## config.mk

```make
export PLATFORM = sky130hd
export DESIGN_NAME = pir_scan_scheduler
export DESIGN_NICKNAME = d
export VERILOG_FILES = /design/src/rtl/pir_pkg.sv /design/src/rtl/pir_motion_cmp.sv /design/src/rtl/pir_scan_scheduler.sv
export SDC_FILE = /design/constraint.sdc
export NUM_CORES = 1
export LEC_CHECK = 0
export ABC_AREA = 1
export BUFFER_PORTS_ARGS = -buffer_cell sky130_fd_sc_hd__buf_2
export CAP_MARGIN = 30
export CORE_MARGIN = 5
export CORE_UTILIZATION = 50
export CTS_CLUSTER_SIZE = 40
export DETAILED_ROUTE_END_ITERATION = 12
export PLACE_DENSITY = 0.75
export SLEW_MARGIN = 15
export SYNTH_ARGS = -nofsm -noshare
export SYNTH_HDL_FRONTEND = slang
export SYNTH_SLANG_ARGS = --single-unit
export TNS_END_PERCENT = 30
```

## constraint.sdc

```tcl
create_clock -name clk -period 1.35 [get_ports clk]
set_input_delay 0.27 -clock clk [delete_from_list [all_inputs] [get_ports clk]]
set_output_delay 0.27 -clock clk [all_outputs]
set_load 0.01 [all_outputs]
```

## src/rtl/pir_pkg.sv

```systemverilog
// Shared PIR scan definitions: one-hot FSM encoding, channel index type and
// the default motion threshold that the alarm FSM also uses.
package pir_pkg;

    typedef enum logic [4:0] {
        IDLE   = 5'b00001,
        SETTLE = 5'b00010,
        REQ    = 5'b00100,
        NEXT   = 5'b01000,
        COMMIT = 5'b10000
    } state_t;

    typedef logic [1:0] ch_t;

    localparam int PIR_THRESHOLD = 50;

endpackage

```

## src/rtl/pir_motion_cmp.sv

```systemverilog
// Per-channel motion compare. With PIR_SCAN_HYST_EN defined the flag sets at
// THRESHOLD and only clears below THRESHOLD-HYST (floored at 0).
module pir_motion_cmp
    import pir_pkg::*;
#(
    parameter int DATA_W    = 7,
    parameter int THRESHOLD = PIR_THRESHOLD
`ifdef PIR_SCAN_HYST_EN
    ,
    parameter int HYST      = 8
`endif
) (
    input  logic [DATA_W-1:0] sample,
`ifdef PIR_SCAN_HYST_EN
    input  logic              prev,
`endif
    output logic              hit
);

`ifdef PIR_SCAN_HYST_EN
    localparam int LOW = (THRESHOLD > HYST) ? (THRESHOLD - HYST) : 0;

    always_comb begin
        hit = prev;
        if (sample >= DATA_W'(THRESHOLD))
            hit = 1'b1;
        else if (sample < DATA_W'(LOW))
            hit = 1'b0;
    end
`else
    always_comb begin
        hit = (sample >= DATA_W'(THRESHOLD));
    end
`endif

endmodule

```

## src/rtl/pir_scan_scheduler.sv

```systemverilog
// Round-robin scheduler sharing one PIR ADC across three channels; publishes a
// frame per round. Optional hysteresis on motion flags via PIR_SCAN_HYST_EN.
module pir_scan_scheduler
    import pir_pkg::*;
#(
    parameter int NUM_CH        = 3,
    parameter int DATA_W        = 7,
    parameter int THRESHOLD     = PIR_THRESHOLD,
    parameter int SETTLE_CYCLES = 4,
    parameter int ACK_TIMEOUT   = 15
`ifdef PIR_SCAN_HYST_EN
    ,
    parameter int HYST          = 8
`endif
) (
    input  logic                     clk,
    input  logic                     rst,
    input  logic                     turn,
    output logic [1:0]               adc_sel,
    output logic                     adc_req,
    input  logic                     adc_ack,
    input  logic [DATA_W-1:0]        adc_data,
    output logic [NUM_CH*DATA_W-1:0] frame_data,
    output logic                     frame_valid,
    output logic [NUM_CH-1:0]        motion,
    output logic [NUM_CH-1:0]        timeout_err,
    output logic                     busy
);

    localparam int  SCNT_W  = (SETTLE_CYCLES > 1) ? $clog2(SETTLE_CYCLES) : 1;
    localparam int  TCNT_W  = (ACK_TIMEOUT > 1) ? $clog2(ACK_TIMEOUT) : 1;
    localparam ch_t LAST_CH = ch_t'(NUM_CH - 1);

    state_t                     state, state_nxt;
    ch_t                        ch;
    logic [SCNT_W-1:0]          scnt;
    logic [TCNT_W-1:0]          tcnt;
    logic [NUM_CH*DATA_W-1:0]   shadow;
    logic [NUM_CH-1:0]          mot_nxt;
    logic                       ack_take, tout_hit, commit;

    assign adc_sel     = ch;
    assign adc_req     = (state == REQ);
    assign frame_valid = (state == COMMIT);
    assign busy        = (state != IDLE);

    always_comb begin
        state_nxt = state;
        ack_take  = 1'b0;
        tout_hit  = 1'b0;
        commit    = 1'b0;
        unique case (state)
            IDLE:   if (turn) state_nxt = SETTLE;
            SETTLE: if (scnt == SCNT_W'(SETTLE_CYCLES - 1)) state_nxt = REQ;
            REQ: begin
                // An ack in the expiry cycle still counts as a good conversion.
                if (adc_ack) begin
                    ack_take  = 1'b1;
                    state_nxt = NEXT;
                end else if (tcnt == TCNT_W'(ACK_TIMEOUT - 1)) begin
                    tout_hit  = 1'b1;
                    state_nxt = NEXT;
                end
            end
            NEXT: begin
                commit    = (ch == LAST_CH);
                state_nxt = commit ? COMMIT : SETTLE;
            end
            COMMIT: state_nxt = turn ? SETTLE : IDLE;
            default: state_nxt = IDLE;
        endcase
    end

    always_ff @(posedge clk) begin
        if (rst) begin
            state <= IDLE;
        end else begin
            state <= state_nxt;
        end
    end

    always_ff @(posedge clk) begin
        if (rst) begin
            ch          <= '0;
            scnt        <= '0;
            tcnt        <= '0;
            shadow      <= '0;
            frame_data  <= '0;
            motion      <= '0;
            timeout_err <= '0;
        end else begin
            scnt <= (state == SETTLE && state_nxt == SETTLE) ? scnt + SCNT_W'(1) : '0;
            tcnt <= (state == REQ && state_nxt == REQ) ? tcnt + TCNT_W'(1) : '0;

            if (state == NEXT && ch != LAST_CH)
                ch <= ch + ch_t'(1);
            else if (state == COMMIT)
                ch <= '0;

            for (int i = 0; i < NUM_CH; i++) begin
                if (ch == ch_t'(i)) begin
                    if (ack_take)
                        shadow[i*DATA_W +: DATA_W] <= adc_data;
                    else if (tout_hit)
                        shadow[i*DATA_W +: DATA_W] <= '0;
                    if (tout_hit)
                        timeout_err[i] <= 1'b1;
                end
            end

            // Frame registers load on COMMIT entry so they are valid with the pulse.
            if (commit) begin
                frame_data <= shadow;
                motion     <= mot_nxt;
            end

            if (state == IDLE && !turn)
                timeout_err <= '0;
        end
    end

    for (genvar g = 0; g < NUM_CH; g++) begin : g_cmp
        pir_motion_cmp #(
            .DATA_W    (DATA_W),
            .THRESHOLD (THRESHOLD)
`ifdef PIR_SCAN_HYST_EN
            ,
            .HYST      (HYST)
`endif
        ) u_cmp (
            .sample (shadow[g*DATA_W +: DATA_W]),
`ifdef PIR_SCAN_HYST_EN
            .prev   (motion[g]),
`endif
            .hit    (mot_nxt[g])
        );
    end

endmodule
```

; Word-level counts from Yosys, hierarchy flattened
; Index checks and enable logic that the tools add are counted.
[classes]
addsub = 3
magnitude_cmp = 3
n_eq_ne = 13
mux = 17
bitwise = 2
n_reduce_logical = 17
[op_table]
columns = operator, count
row1 = $mux W5, 5
row2 = $pmux W5 S5, 1
row3 = $ge A7 B6 Y1 const B, 3
row4 = $mux W7, 2
row5 = $reduce_and A2 Y1, 6
row6 = $eq A5 B2 Y1 const B, 2
row7 = $eq A5 B3 Y1 const B, 2
row8 = $mux W1, 6
row9 = $mux W2, 3
row10 = $reduce_or A2 Y1, 3
row11 = $eq A5 B1 Y1 const B, 1
row12 = $eq A5 B4 Y1 const B, 1
row13 = $eq A5 B5 Y1 const B, 1
row14 = $ne A5 B1 Y1 const B, 1
row15 = $add A2 B1 Y2 const B, 2
row16 = $add A4 B1 Y4 const B, 1
row17 = $eq A2 B2 Y1 const B, 2
row18 = $eq A4 B4 Y1 const B, 1
row19 = $logic_and A1 B1 Y1, 4
row20 = $reduce_bool A2 Y1, 2
row21 = $eq A2 B1 Y1 const B, 1
row22 = $logic_not A2 Y1, 1
row23 = $ne A2 B2 Y1 const B, 1
row24 = $not A1 Y1, 2
row25 = $logic_not A1 Y1, 1
[word_totals]
register_bits = 61
inputBits = 11
out_inout_bits = 32

; Longest topological paths before layout
; Gate-level depths: netlist of run 1.
[logic_depth]
depth_word = 8
depth_mapped = 9

; Modules after synthesis
; From an unflattened synthesis of run 1, not the netlist that was laid out.
[hier_totals]
hier_cells = 377
area_unflattened_um2 = 2671.3
[modules_own_cells]
columns = mod, n_inst, cells_each, area_per_inst_um2
row1 = pir_scan_scheduler, 1, 353, 2581.2
row2 = pir_motion_cmp, 3, 8, 30.0

; Worst setup path before layout of run 1
; No wires, ideal clock.
[synth_timing]
path_type = register -> register
start = register ch[0] (netlist: adc_sel[0])
end = register frame_data[18]
setup_ps = 70
arrival_ps = 1436
t_required_ps = 1280
path_slack_ps = -156
path_stages_with_launch = 8
period_less_slack_ps = 1506
path_cell_list = dfxtp_1 -> inv_1 -> ha_1 -> buf_2 -> nand4_4 -> clkbuf_1 -> nand2_1 -> a21oi_1
[synth_via]
elab_chain_cells = 2
[synth_lines]
columns = element, line
row1 = from (decl), pir_scan_scheduler.sv:35  ; ch_t ch;
row2 = from (signal assigned), pir_scan_scheduler.sv:96  ; ch <= ch + ch_t'(1);
row3 = $eq A2 B2 Y1, pir_scan_scheduler.sv:66  ; commit = (ch == LAST_CH);
row4 = $mux W1, pir_scan_scheduler.sv:52  ; unique case (state)
row5 = to (signal assigned), pir_scan_scheduler.sv:113  ; frame_data <= shadow;
row6 = to (decl), pir_scan_scheduler.sv:23  ; output logic [NUM_CH*DATA_W-1:0] frame_data,
; No other way between the ends.
; A chain may end at the register's enable or synchronous reset.

; Final worst setup path of run 1
[layout_timing]
start = register state[0]
end = output adc_req
[layout_via]
elab_chain_cells = 1
[layout_lines]
columns = element, line
row1 = from (decl), pir_scan_scheduler.sv:34  ; state_t state, state_nxt;
row2 = from (signal assigned), pir_scan_scheduler.sv:78  ; state <= state_nxt;
row3 = $eq A5 B3 Y1, pir_scan_scheduler.sv:43  ; assign adc_req = (state == REQ);
row4 = to (decl), pir_scan_scheduler.sv:20  ; output logic adc_req,
; No other way between the ends.

==> results of run 1 <==
-- worst max-delay path: stages (launching register included) --
cell and delay, ps:
dfxtp_2 340, nor2_4 120, nand2_2 60, nor2_2 90, buf_6 120, buf_6 100
-- layout make-up --
class	count	area, sq um
Clock buffer	14	163
Inverter	41	154
Multi-Input combinational cell	237	1240
Tap cell	70	87.6
Clock inverter	1	30.0
Sequential cell	61	1230
Fill cell	440	1660
Timing Repair Buffer	74	512
-- synthesized netlist by cell type, types with 2 or more instances --
cell type	n
inv_1	40
a31oi_1	2
dfxtp_1	61
nand2_2	2
nor2_1	48
nor2_4	2
nand2_1	97
buf_2	2
nand3_2	2
ha_1	6
nand3_1	36
buf_6	5
o21ai_0	3
clkbuf_1	8
nand4_1	10
a21oi_1	23
-- worst max path at each step --
stage / start / to / slack [ps] / cells after the start
3_3_place_gp: adc_sel[0] / frame_data[4] / 20 / 6
2_1_floorplan: adc_sel[1] / frame_data[20] / -10 / 7
5_1_grt: state[0] / adc_req / -150 / 5
3_5_place_dp: adc_sel[0] / frame_data[4] / -20 / 6
4_1_cts: state[1] / adc_req / -100 / 5
6_report: state[0] / adc_req / -90 / 5
-- stage by stage --
stage / power [uW] / TNS (ps) / hold WS (ps)
after floorplan: 1930 / -112 / 398
after global placement: 1990 / 0 / 407
after detailed placement: 1990 / -85.1 / 421
after CTS: 3620 / -1940 / 205
after global routing: 3740 / -4340 / 245
final: 3600 / -252 / 223
-- power by group --
part | leakage (uW) | total (uW) | internal (uW) | switching (uW)
clock network | 0.0000968 | 1610 | 946 | 664
logic | 0.00107 | 176 | 72.9 | 103
registers | 0.000493 | 1820 | 1810 | 8.95
total | 0.00166 | 3600 | 2830 | 776
-- cell usage in the layout, fill, tap and decap left out, drive strengths merged --
cell type	count
a21oi	23
nor2	51
xor2	1
ha	6
nor3	1
xnor2	1
a31oi	2
nand4	11
dfxtp	61
nand3	38
clkinv	1
inv	40
and2	1
bufinv	1
clkbuf	14
nand2	99
o21ai	3
buf	74
-- layer usage --
| metal | vias to the layer above | part of all wire [%] | global-route usage [%] | wire, microns |
|---|---|---|---|---|
| li1 | 1250 | - | - | - |
| met1 | 1095 | 44 | 25.6 | 2810 |
| met2 | 58 | 47 | 35.5 | 2980 |
| met3 | 18 | 5.2 | 4.93 | 327 |
| met4 | 0 | 3.1 | 13.3 | 198 |
| met5 | - | 0 | 0 | 0 |
-- registers in the layout, indices dropped and copies added (netlist names) --
signal / cells
adc_sel: 2
shadow: 21
scnt: 2
timeout_err: 3
state: 5
tcnt: 4
frame_data: 21
motion: 3
-- logic make-up (layout without fill, tap and decap cells) --
kind of cell,count (synthesis),in the layout,synth area share (%)
AOI/OAI and AO/OA,28,28,5.51
xor gates and xnor gates,2,2,0.677
adders and majority gates,6,6,2.90
buffers and inverters,56,130,9.67
DFF,61,61,47.2
and+or+nand+nor,201,201,34.0
-- what timing repair did --
| item | 4_1_cts | 5_1_grt |
|---|---|---|
| setup buffers | 8 | 0 |
| gates resized for setup | 20 | 26 |
| hold buffers | 0 | 0 |
| pin swaps | 4 | 5 |
| gates cloned | 0 | 1 |
| setup endpoints to repair | 27 | 58 |
==> flow_results.xml, run 1 <==
<?xml version="1.0" encoding="UTF-8"?>
<metrics>
  <group name="place">
    <metric name="gp_congestion" unit="">0.797</metric>
    <metric name="post-dp-hpwl" unit="microns">4420</metric>
    <metric name="placedInstanceArea" unit="sq um">2980</metric>
    <metric name="port_buffers" unit="">42</metric>
    <metric name="dp_slack" unit="ps">-19.2</metric>
    <metric name="numPlacedInstances" unit="">474</metric>
  </group>
  <group name="worst_hold_path">
    <metric name="worst_hold_path.num_cells" unit="">4</metric>
    <metric name="holdCritPathClass" unit="">input pin to flip-flop</metric>
    <metric name="min_to" unit="">state[0]</metric>
    <metric name="worstHoldStart" unit="">turn</metric>
  </group>
  <group name="cells_and_area">
    <metric name="layout-drive-gt1-share" unit="%">27.3</metric>
    <metric name="num_antenna_cells" unit="">0</metric>
    <metric name="stdcell_count" unit="">498</metric>
    <metric name="finish.instance_area" unit="sq um">3410</metric>
    <metric name="postLayoutCoreUtil" unit="%">67.2</metric>
    <metric name="area_growth_syn_to_layout" unit="%">31.8</metric>
    <metric name="final_net_count" unit="">441</metric>
  </group>
  <group name="sta">
    <metric name="clock-skew-final" unit="ps">4.07</metric>
    <metric name="fin_crit_share" unit="%">107</metric>
    <metric name="finalCriticalPeriod" unit="ps">1440</metric>
    <metric name="fmax" unit="GHz">0.695</metric>
    <metric name="final-hold-violation-count" unit="">0</metric>
    <metric name="rsz0062_at_grt" unit="">true</metric>
    <metric name="report.final.setup_viol" unit="">10</metric>
    <metric name="max-slew-margin-rel" unit="%">81.1</metric>
    <metric name="final-max-slew-violation-count" unit="">0</metric>
    <metric name="worstMarginPinSlew" unit="ps">282</metric>
    <metric name="final_worst_slack" unit="ps">-89.5</metric>
  </group>
  <group name="power">
    <metric name="power.leakage" unit="uW">0.00166</metric>
    <metric name="vdd_drop_max" unit="uV">973</metric>
    <metric name="power_per_cell_area" unit="nW/um^2">1060</metric>
  </group>
  <group name="worst_setup_path">
    <metric name="regToRegSetupSlack" unit="ps">-20</metric>
    <metric name="crit_fanout" unit="">3</metric>
    <metric name="r2r-end" unit="">frame_data[7]</metric>
    <metric name="setup.worst_path.end_class" unit="">output port</metric>
    <metric name="setup.worst_path.class" unit="">flip-flop to output port</metric>
    <metric name="worst_r2r_startpoint" unit="">state[0]</metric>
    <metric name="cp_data_required_time" unit="ps">1080</metric>
    <metric name="start_kind" unit="">flip-flop</metric>
    <metric name="rr_worst_depth" unit="">8</metric>
    <metric name="crit_arrival" unit="ps">1170</metric>
  </group>
  <group name="synthesis">
    <metric name="syn-num-nets" unit="">371</metric>
    <metric name="avgSynthCellArea" unit="sq um">7.31</metric>
    <metric name="netlist_area" unit="sq um">2590</metric>
    <metric name="netlist.area_leader.share" unit="%">47.2</metric>
    <metric name="ys_seq_area_share" unit="%">47.2</metric>
    <metric name="synth_cell_type_count" unit="">23</metric>
    <metric name="post_synth_inst_count" unit="">354</metric>
    <metric name="synth-edff-count" unit="">0</metric>
    <metric name="ys_ff_latch" unit="">61</metric>
    <metric name="synthDominantAreaCellType" unit="">dfxtp_1</metric>
    <metric name="synth-async-reset-ratio" unit="%">0</metric>
    <metric name="synth.area.top_cells" unit="">dfxtp_1, nand2_1, nand3_1</metric>
    <metric name="most_used_flip_flop_cell_after_synthesis" unit="">dfxtp_1</metric>
    <metric name="yosys_warnings" unit="">0</metric>
  </group>
  <group name="routing">
    <metric name="route.detailed.wl_per_inst" unit="microns">12.7</metric>
    <metric name="drc" unit="">0</metric>
    <metric name="drt_first_iter_violations" unit="">119</metric>
    <metric name="final_antenna_net_count" unit="">0</metric>
    <metric name="viasPerCell" unit="">4.86</metric>
    <metric name="totalWireLength" unit="microns">6320</metric>
    <metric name="detail_route.first_pass.iterations" unit="">4</metric>
    <metric name="vias" unit="">2421</metric>
  </group>
  <group name="floorplanning">
    <metric name="rows" unit="">26</metric>
    <metric name="initial_cell_density_of_the_core" unit="%">51.0</metric>
    <metric name="num_io_pins" unit="">43</metric>
    <metric name="die_h" unit="microns">81.9</metric>
    <metric name="die_area" unit="sq um">6710</metric>
    <metric name="placeableCoreArea" unit="sq um">5070</metric>
    <metric name="die_x" unit="microns">81.9</metric>
  </group>
  <group name="outcome">
    <metric name="run_status" unit="">finished with violations</metric>
    <metric name="violations" unit="">negative setup slack</metric>
  </group>
  <group name="global_routing">
    <metric name="grt_max_degree" unit="">21</metric>
    <metric name="globalRouteOverflowTotal" unit="">0</metric>
    <metric name="grt_antenna_before_repair" unit="">0</metric>
    <metric name="first_global_vias" unit="">2380</metric>
    <metric name="grt_util_all_layers" unit="%">21.7</metric>
    <metric name="grt_pass1_wl" unit="microns">10800</metric>
  </group>
  <group name="clock_tree">
    <metric name="clock_tree.root_cell" unit="">clkbuf_8</metric>
    <metric name="clk_transition_reported_paths" unit="ps">60</metric>
    <metric name="htreeDepth" unit="">3</metric>
    <metric name="tritoncts_sinks" unit="">61</metric>
    <metric name="clk-insertion-delay-late" unit="ps">340</metric>
    <metric name="cts_buffer_depth" unit="">2</metric>
    <metric name="cts_made_buffers" unit="">9</metric>
    <metric name="cts_tree" unit="">done</metric>
  </group>
  <group name="flow_run">
    <metric name="timing.max_cap.violations" unit="">0</metric>
  </group>
</metrics>
Power figures use the tool's default switching activity.
==> run 2: changes to the inputs <==
CAP_MARGIN = 5   (was 30)
CORE_MARGIN = 1   (was 5)
MAX_ROUTING_LAYER = met4   (was unset)
==> run 2 against run 1 <==
Compared with the run above:
- the run still ends with negative setup slack left
- sequential cell count unchanged
- die area down 19%
- setup slack worse by 47 ps
- sequential share of layout area down 0.64 points
- clock power down 6%
- hold slack worse by 9.2 ps
- non-clock buffer count up 3
- combinational power up 11%
- maximum frequency down 3.2%
- register-to-register slack worse by 100 ps
- wire length down 1.6%
- largest cell class unchanged
==> flow_results.xml, run 2 (synthesized netlist as in run 1, its figures left out) <==
<?xml version="1.0" encoding="UTF-8"?>
<metrics>
  <group name="outcome">
    <metric name="run_status" unit="">finished with violations</metric>
    <metric name="violations" unit="">negative setup slack</metric>
  </group>
  <group name="global_routing">
    <metric name="grt_antenna_before_repair" unit="">0</metric>
    <metric name="first_global_vias" unit="">2185</metric>
    <metric name="grt_max_degree" unit="">21</metric>
    <metric name="grt_pass1_wl" unit="microns">9760</metric>
    <metric name="globalRouteOverflowTotal" unit="">0</metric>
    <metric name="grt_util_all_layers" unit="%">25.0</metric>
  </group>
  <group name="floorplanning">
    <metric name="die_area" unit="sq um">5470</metric>
    <metric name="placeableCoreArea" unit="sq um">4850</metric>
    <metric name="rows" unit="">25</metric>
    <metric name="die_h" unit="microns">73.9</metric>
    <metric name="die_x" unit="microns">73.9</metric>
    <metric name="initial_cell_density_of_the_core" unit="%">53.4</metric>
    <metric name="num_io_pins" unit="">43</metric>
  </group>
  <group name="worst_setup_path">
    <metric name="rr_worst_depth" unit="">8</metric>
    <metric name="r2r-end" unit="">frame_data[3]</metric>
    <metric name="cp_slowest_stage_delay" unit="ps">330</metric>
    <metric name="crit_arrival" unit="ps">1220</metric>
    <metric name="cp_data_required_time" unit="ps">1080</metric>
    <metric name="critical_path_start" unit="">state[1]</metric>
    <metric name="setup.worst_path.end_class" unit="">output port</metric>
    <metric name="start_kind" unit="">flip-flop</metric>
    <metric name="cpMaxStageDelayCell" unit="">dfxtp_2</metric>
    <metric name="crit_path_cell_trace" unit="">nor2_4, nand2_2, nor2_4, buf_6, buf_6</metric>
    <metric name="setup.worst_path.class" unit="">flip-flop to output port</metric>
    <metric name="regToRegSetupSlack" unit="ps">-120</metric>
    <metric name="worst_r2r_startpoint" unit="">state[1]</metric>
    <metric name="crit_fanout" unit="">3</metric>
  </group>
  <group name="clock_tree">
    <metric name="cts_tree" unit="">done</metric>
    <metric name="clk-insertion-delay-late" unit="ps">340</metric>
    <metric name="cts_made_buffers" unit="">9</metric>
    <metric name="tritoncts_sinks" unit="">61</metric>
    <metric name="clock_tree.root_cell" unit="">clkbuf_8</metric>
    <metric name="cts_buffer_depth" unit="">2</metric>
    <metric name="clk_transition_reported_paths" unit="ps">60</metric>
    <metric name="hold_buffers" unit="">0</metric>
    <metric name="htreeDepth" unit="">3</metric>
  </group>
  <group name="sta">
    <metric name="max-slew-margin-rel" unit="%">83.3</metric>
    <metric name="worst_hold_slack" unit="ps">214</metric>
    <metric name="setup_total_negative_slack" unit="ps">-2690</metric>
    <metric name="fin_crit_share" unit="%">110</metric>
    <metric name="clock-skew-final" unit="ps">6.98</metric>
    <metric name="report.final.setup_viol" unit="">49</metric>
    <metric name="finalCriticalPeriod" unit="ps">1490</metric>
    <metric name="rsz0062_at_grt" unit="">true</metric>
    <metric name="final_worst_slack" unit="ps">-137</metric>
    <metric name="final-max-slew-violation-count" unit="">0</metric>
    <metric name="worstMarginPinSlew" unit="ps">250</metric>
    <metric name="final-hold-violation-count" unit="">0</metric>
    <metric name="fmax" unit="GHz">0.673</metric>
  </group>
  <group name="power">
    <metric name="power.leakage" unit="uW">0.00171</metric>
    <metric name="vdd_drop_max" unit="uV">732</metric>
    <metric name="p_total" unit="uW">3520</metric>
    <metric name="power_per_cell_area" unit="nW/um^2">1010</metric>
  </group>
  <group name="routing">
    <metric name="totalWireLength" unit="microns">6220</metric>
    <metric name="viasPerCell" unit="">4.94</metric>
    <metric name="detail_route.first_pass.iterations" unit="">4</metric>
    <metric name="final_antenna_net_count" unit="">0</metric>
    <metric name="drc" unit="">0</metric>
    <metric name="vias" unit="">2462</metric>
    <metric name="drt_first_iter_violations" unit="">205</metric>
    <metric name="route.detailed.wl_per_inst" unit="microns">12.5</metric>
  </group>
  <group name="place">
    <metric name="gp_congestion" unit="">0.863</metric>
    <metric name="post-dp-hpwl" unit="microns">4190</metric>
    <metric name="placedInstanceArea" unit="sq um">2990</metric>
    <metric name="dp_slack" unit="ps">-46.6</metric>
    <metric name="port_buffers" unit="">42</metric>
  </group>
  <group name="cells_and_area">
    <metric name="final-seq-area" unit="sq um">1230</metric>
    <metric name="area_growth_syn_to_layout" unit="%">34.3</metric>
    <metric name="final_net_count" unit="">444</metric>
    <metric name="mostFrequentLayoutCells" unit="">nand2_1, dfxtp_1, buf_2</metric>
    <metric name="multiInputGateArea" unit="sq um">1260</metric>
    <metric name="largestRegisters" unit="">frame_data (21), shadow (21), state (5)</metric>
    <metric name="layout-drive-gt1-share" unit="%">30.4</metric>
    <metric name="finish.instance_area" unit="sq um">3480</metric>
    <metric name="number_of_inserted_filler_cells_in_the_final_layout" unit="">375</metric>
    <metric name="num_antenna_cells" unit="">0</metric>
    <metric name="mostFrequentLayoutCell" unit="">nand2_1</metric>
  </group>
  <group name="worst_hold_path">
    <metric name="worst_hold_path.num_cells" unit="">4</metric>
    <metric name="min_to" unit="">state[0]</metric>
    <metric name="holdCritPathClass" unit="">input pin to flip-flop</metric>
    <metric name="worstHoldStart" unit="">turn</metric>
  </group>
  <group name="flow_run">
    <metric name="timing.max_cap.violations" unit="">0</metric>
  </group>
</metrics>
## run 2: metal layers
layer	GRT usage (%)	wire, microns
met4	16.0	211
met5	-	0
met3	4.74	208
met1	30.5	2940
met2	37.7	2860
## run 2: area by class of cell
| type | instances | share of cell area (%) |
|---|---|---|
| inverters | 41 | 4.43 |
| flip-flops and latches | 61 | 35.3 |
| well taps | 67 | 2.41 |
| multi-input cells | 237 | 36.2 |
| clock inverters | 6 | 1.58 |
| clock buffers | 9 | 3.56 |
| repair buffers | 77 | 16.5 |
## run 2: worst max-delay path, delay by kind of cell, from the launching register on
| kind | cells | cell delay (ps) |
|---|---|---|
| and+or+nand+nor | 3 | 350 |
| DFF | 1 | 330 |
| buffers and inverters | 2 | 200 |
## run 2: where the power goes
part,internal [uW],total [uW],switching (uW)
Clock,824,1510,686
Combinational,85.8,195,109
Sequential,1810,1820,7.39
Total,2720,3520,802
## run 2: repair_timing
item | in CTS | in global routing
pin swaps | 4 | 8
buffers inserted | 6 | 3
setup endpoints to repair | 15 | 61
resized for setup | 23 | 33
cloned | 0 | 2
## run 2: how the worst max path moves through the flow
stage	end	slack, ps	depth (start not counted)
4_1_cts	adc_req	-110	5
3_3_place_gp	frame_data[13]	30	6
6_report	adc_req	-140	5
2_1_floorplan	frame_data[20]	-10	7
3_5_place_dp	frame_data[4]	-50	6
5_1_grt	adc_req	-190	5
## run 2: per-stage QoR
step | cells | util (%)
CTS | 494 | 68.0
detailed placement | 473 | 61.6
floorplan | 354 | -
global placement | 473 | 61.6
finish | 498 | 71.7
global route | 498 | 71.7
==> run 3: changes to the inputs <==
ABC_AREA = 0   (was 1)
CORE_UTILIZATION = 49   (was 50)
PLACE_DENSITY = 0.74   (was 0.75)
==> run 3 against run 2 <==
Compared with the run above:
- the flow still finishes with violations (negative setup slack)
- cell count shrank 13%
- wire length grew 10%
- clock skew grew 2.0 ps
- hold slack gained 11 ps
- core utilization grew 1.3 points
- via count shrank 2.4%
- first-iteration DRC count shrank 16%
- sequential share of layout area shrank 0.11 points
- critical path type unchanged
- largest cell class unchanged
- largest power group unchanged
- highest routed layer unchanged
==> flow_results.xml, run 3 <==
<?xml version="1.0" encoding="UTF-8"?>
<metrics>
  <group name="routing">
    <metric name="drt_first_iter_violations" unit="">172</metric>
    <metric name="viasPerCell" unit="">5.58</metric>
    <metric name="drc" unit="">0</metric>
    <metric name="vias" unit="">2403</metric>
    <metric name="detail_route.first_pass.iterations" unit="">5</metric>
    <metric name="totalWireLength" unit="microns">6860</metric>
    <metric name="route.detailed.wl_per_inst" unit="microns">15.9</metric>
    <metric name="final_antenna_net_count" unit="">0</metric>
  </group>
  <group name="cells_and_area">
    <metric name="mostFrequentLayoutCells" unit="">dfxtp_1, nand2_1, buf_2</metric>
    <metric name="area_growth_syn_to_layout" unit="%">41.7</metric>
    <metric name="num_antenna_cells" unit="">0</metric>
    <metric name="mostFrequentLayoutCell" unit="">dfxtp_1</metric>
    <metric name="finish.instance_area" unit="sq um">3490</metric>
    <metric name="number_of_inserted_filler_cells_in_the_final_layout" unit="">339</metric>
    <metric name="largestRegisters" unit="">frame_data (21), shadow (21), state (5)</metric>
    <metric name="final_net_count" unit="">376</metric>
    <metric name="layout-drive-gt1-share" unit="%">41.5</metric>
  </group>
  <group name="global_routing">
    <metric name="grt_max_degree" unit="">42</metric>
    <metric name="grt_pass1_wl" unit="microns">10200</metric>
    <metric name="first_global_vias" unit="">2115</metric>
    <metric name="grt_util_all_layers" unit="%">26.3</metric>
    <metric name="global_route.peak_usage_layer" unit="">met2</metric>
    <metric name="globalRouteMet1Util" unit="%">35.4</metric>
    <metric name="global_route.usage.met2" unit="%">36.8</metric>
    <metric name="grt_antenna_before_repair" unit="">0</metric>
    <metric name="globalRouteOverflowTotal" unit="">0</metric>
    <metric name="use_met3" unit="%">4.70</metric>
  </group>
  <group name="place">
    <metric name="gp_congestion" unit="">0.869</metric>
    <metric name="port_buffers" unit="">42</metric>
    <metric name="placedInstanceArea" unit="sq um">2990</metric>
    <metric name="post-dp-hpwl" unit="microns">4020</metric>
  </group>
  <group name="synthesis">
    <metric name="ys_seq_area_share" unit="%">49.5</metric>
    <metric name="most_used_flip_flop_cell_after_synthesis" unit="">dfxtp_1</metric>
    <metric name="avgSynthCellArea" unit="sq um">8.80</metric>
    <metric name="synth-edff-count" unit="">0</metric>
    <metric name="post_synth_inst_count" unit="">280</metric>
    <metric name="netlist_area" unit="sq um">2460</metric>
    <metric name="synthDominantAreaCellType" unit="">dfxtp_1</metric>
    <metric name="most_instantiated_library_cell_after_synthesis" unit="">dfxtp_1</metric>
    <metric name="synth.area.top_cells" unit="">dfxtp_1, nand2_1, nand3b_1</metric>
    <metric name="yosys_warnings" unit="">0</metric>
    <metric name="ys_top_cells_by_count" unit="">dfxtp_1, nand2_1, a21oi_1, nand3b_1, o21ai_1</metric>
    <metric name="syn-num-nets" unit="">297</metric>
    <metric name="synth_cell_type_count" unit="">41</metric>
    <metric name="ys_ff_latch" unit="">61</metric>
    <metric name="netlist.area_leader.share" unit="%">49.5</metric>
    <metric name="synth-async-reset-ratio" unit="%">0</metric>
  </group>
  <group name="sta">
    <metric name="max-slew-margin-rel" unit="%">72.3</metric>
    <metric name="final-hold-violation-count" unit="">0</metric>
    <metric name="final_worst_slack" unit="ps">-460</metric>
    <metric name="rsz0062_at_grt" unit="">true</metric>
    <metric name="clock-skew-final" unit="ps">8.95</metric>
    <metric name="fin_crit_share" unit="%">134</metric>
    <metric name="report.final.setup_viol" unit="">62</metric>
    <metric name="final-max-slew-violation-count" unit="">0</metric>
    <metric name="fmax" unit="GHz">0.552</metric>
    <metric name="finalCriticalPeriod" unit="ps">1810</metric>
    <metric name="worstMarginPinSlew" unit="ps">410</metric>
    <metric name="setup_total_negative_slack" unit="ps">-18730</metric>
  </group>
  <group name="flow_run">
    <metric name="timing.max_cap.violations" unit="">0</metric>
  </group>
  <group name="floorplanning">
    <metric name="placeableCoreArea" unit="sq um">4790</metric>
    <metric name="die_h" unit="microns">72.9</metric>
    <metric name="initial_cell_density_of_the_core" unit="%">51.5</metric>
    <metric name="die_x" unit="microns">72.9</metric>
    <metric name="rows" unit="">25</metric>
    <metric name="die_area" unit="sq um">5320</metric>
    <metric name="num_io_pins" unit="">43</metric>
  </group>
  <group name="clock_tree">
    <metric name="cts_buffer_depth" unit="">2</metric>
    <metric name="cts_tree" unit="">done</metric>
    <metric name="clk-insertion-delay-late" unit="ps">330</metric>
    <metric name="htreeDepth" unit="">3</metric>
    <metric name="tritoncts_sinks" unit="">61</metric>
    <metric name="clock_tree.root_cell" unit="">clkbuf_8</metric>
    <metric name="cts_made_buffers" unit="">9</metric>
    <metric name="clk_transition_reported_paths" unit="ps">70</metric>
  </group>
  <group name="power">
    <metric name="power.leakage" unit="uW">0.00147</metric>
    <metric name="vdd_drop_max" unit="uV">764</metric>
    <metric name="power_per_cell_area" unit="nW/um^2">1100</metric>
    <metric name="p_total" unit="uW">3840</metric>
  </group>
  <group name="worst_hold_path">
    <metric name="holdCritPathClass" unit="">input pin to flip-flop</metric>
    <metric name="worst_hold_path.num_cells" unit="">3</metric>
  </group>
  <group name="worst_setup_path">
    <metric name="crit_arrival" unit="ps">1540</metric>
    <metric name="rr_worst_depth" unit="">6</metric>
    <metric name="crit_fanout" unit="">11</metric>
    <metric name="setup.worst_path.end_class" unit="">output port</metric>
    <metric name="setup.worst_path.class" unit="">flip-flop to output port</metric>
    <metric name="start_kind" unit="">flip-flop</metric>
    <metric name="cp_data_required_time" unit="ps">1080</metric>
    <metric name="regToRegSetupSlack" unit="ps">-430</metric>
  </group>
  <group name="outcome">
    <metric name="run_status" unit="">finished with violations</metric>
    <metric name="violations" unit="">negative setup slack</metric>
  </group>
</metrics>
[run 3: cell count changes in the layout (fill, tap and decap cells not counted), moves of 6 or more]
cell and delta:
nand2_1 -49, nand3b_1 +23, nor2_1 -23, buf_4 +9, nor2_4 -9, nand4_1 -7
o21ai_2 +16, inv_1 -30, nand3_1 -30, o21ai_1 +6
[run 3: critical path, cell delays in order, from the launching register on]
cell     delay, ps
dfxtp_1        330
buf_4          190
nor4_4         260
nand2_1        140
buf_6          150
inv_4           50
buf_6           90
[run 3: kinds of logic (layout without fill, tap and decap cells)]
family	count (synthesis)	in the layout	share of synthesized area (%)
and+or+nand+nor	124	124	27.9
AOI/OAI and AO/OA	62	62	14.4
DFF	61	61	49.5
buffers and inverters	25	109	4.42
adders and majority gates	6	6	3.05
xor gates and xnor gates	2	2	0.711
[run 3: metrics by stage]
step	utilization, %	setup WS [ps]	hold slack (ps)	std cells
2_1_floorplan	-	-245	397	280
3_3_place_gp	62.4	-231	407	408
3_5_place_dp	62.4	-245	419	408
4_1_cts	69.9	-385	209	429
5_1_grt	73.0	-516	218	431
6_report	73.0	-460	225	431
[run 3: path summary, 6_finish.rpt]
| check | from | end |
|---|---|---|
| min | adc_data[0] | shadow[7] |
| max | state[3] | adc_req |
| min reg2reg | frame_data[3] | frame_data[3] |
| max reg2reg | state[4] | shadow[11] |
[run 3: metal layers]
layer,up-vias,part of all wire (%)
met3,20,6.0
li1,1139,-
met2,100,48
met4,0,2.4
met5,-,0
met1,1144,44
[run 3: layout make-up]
cell class	count	area, sq um	share of cell area (%)
Multi-Input combinational cell	194	1330	38.0
Sequential cell	61	1230	35.2
Timing Repair Buffer	86	613	17.6
Clock buffer	11	151	4.33
Tap cell	67	83.8	2.40
Clock inverter	5	57.6	1.65
Inverter	7	28.8	0.824
[run 3: what timing repair did]
item                                    CTS  global route
buffers inserted                          5             2
pin swaps                                 9             6
gates cloned                              0             0
endpoints found under the setup margin   61            63
hold buffers                              0             0
resized for setup                        31            34
[run 3: where the power goes]
part | switching, uW | leakage (uW) | internal, uW | total (uW)
logic | 181 | 0.000867 | 168 | 349
clock network | 710 | 0.000106 | 953 | 1660
registers | 17.3 | 0.000493 | 1810 | 1830
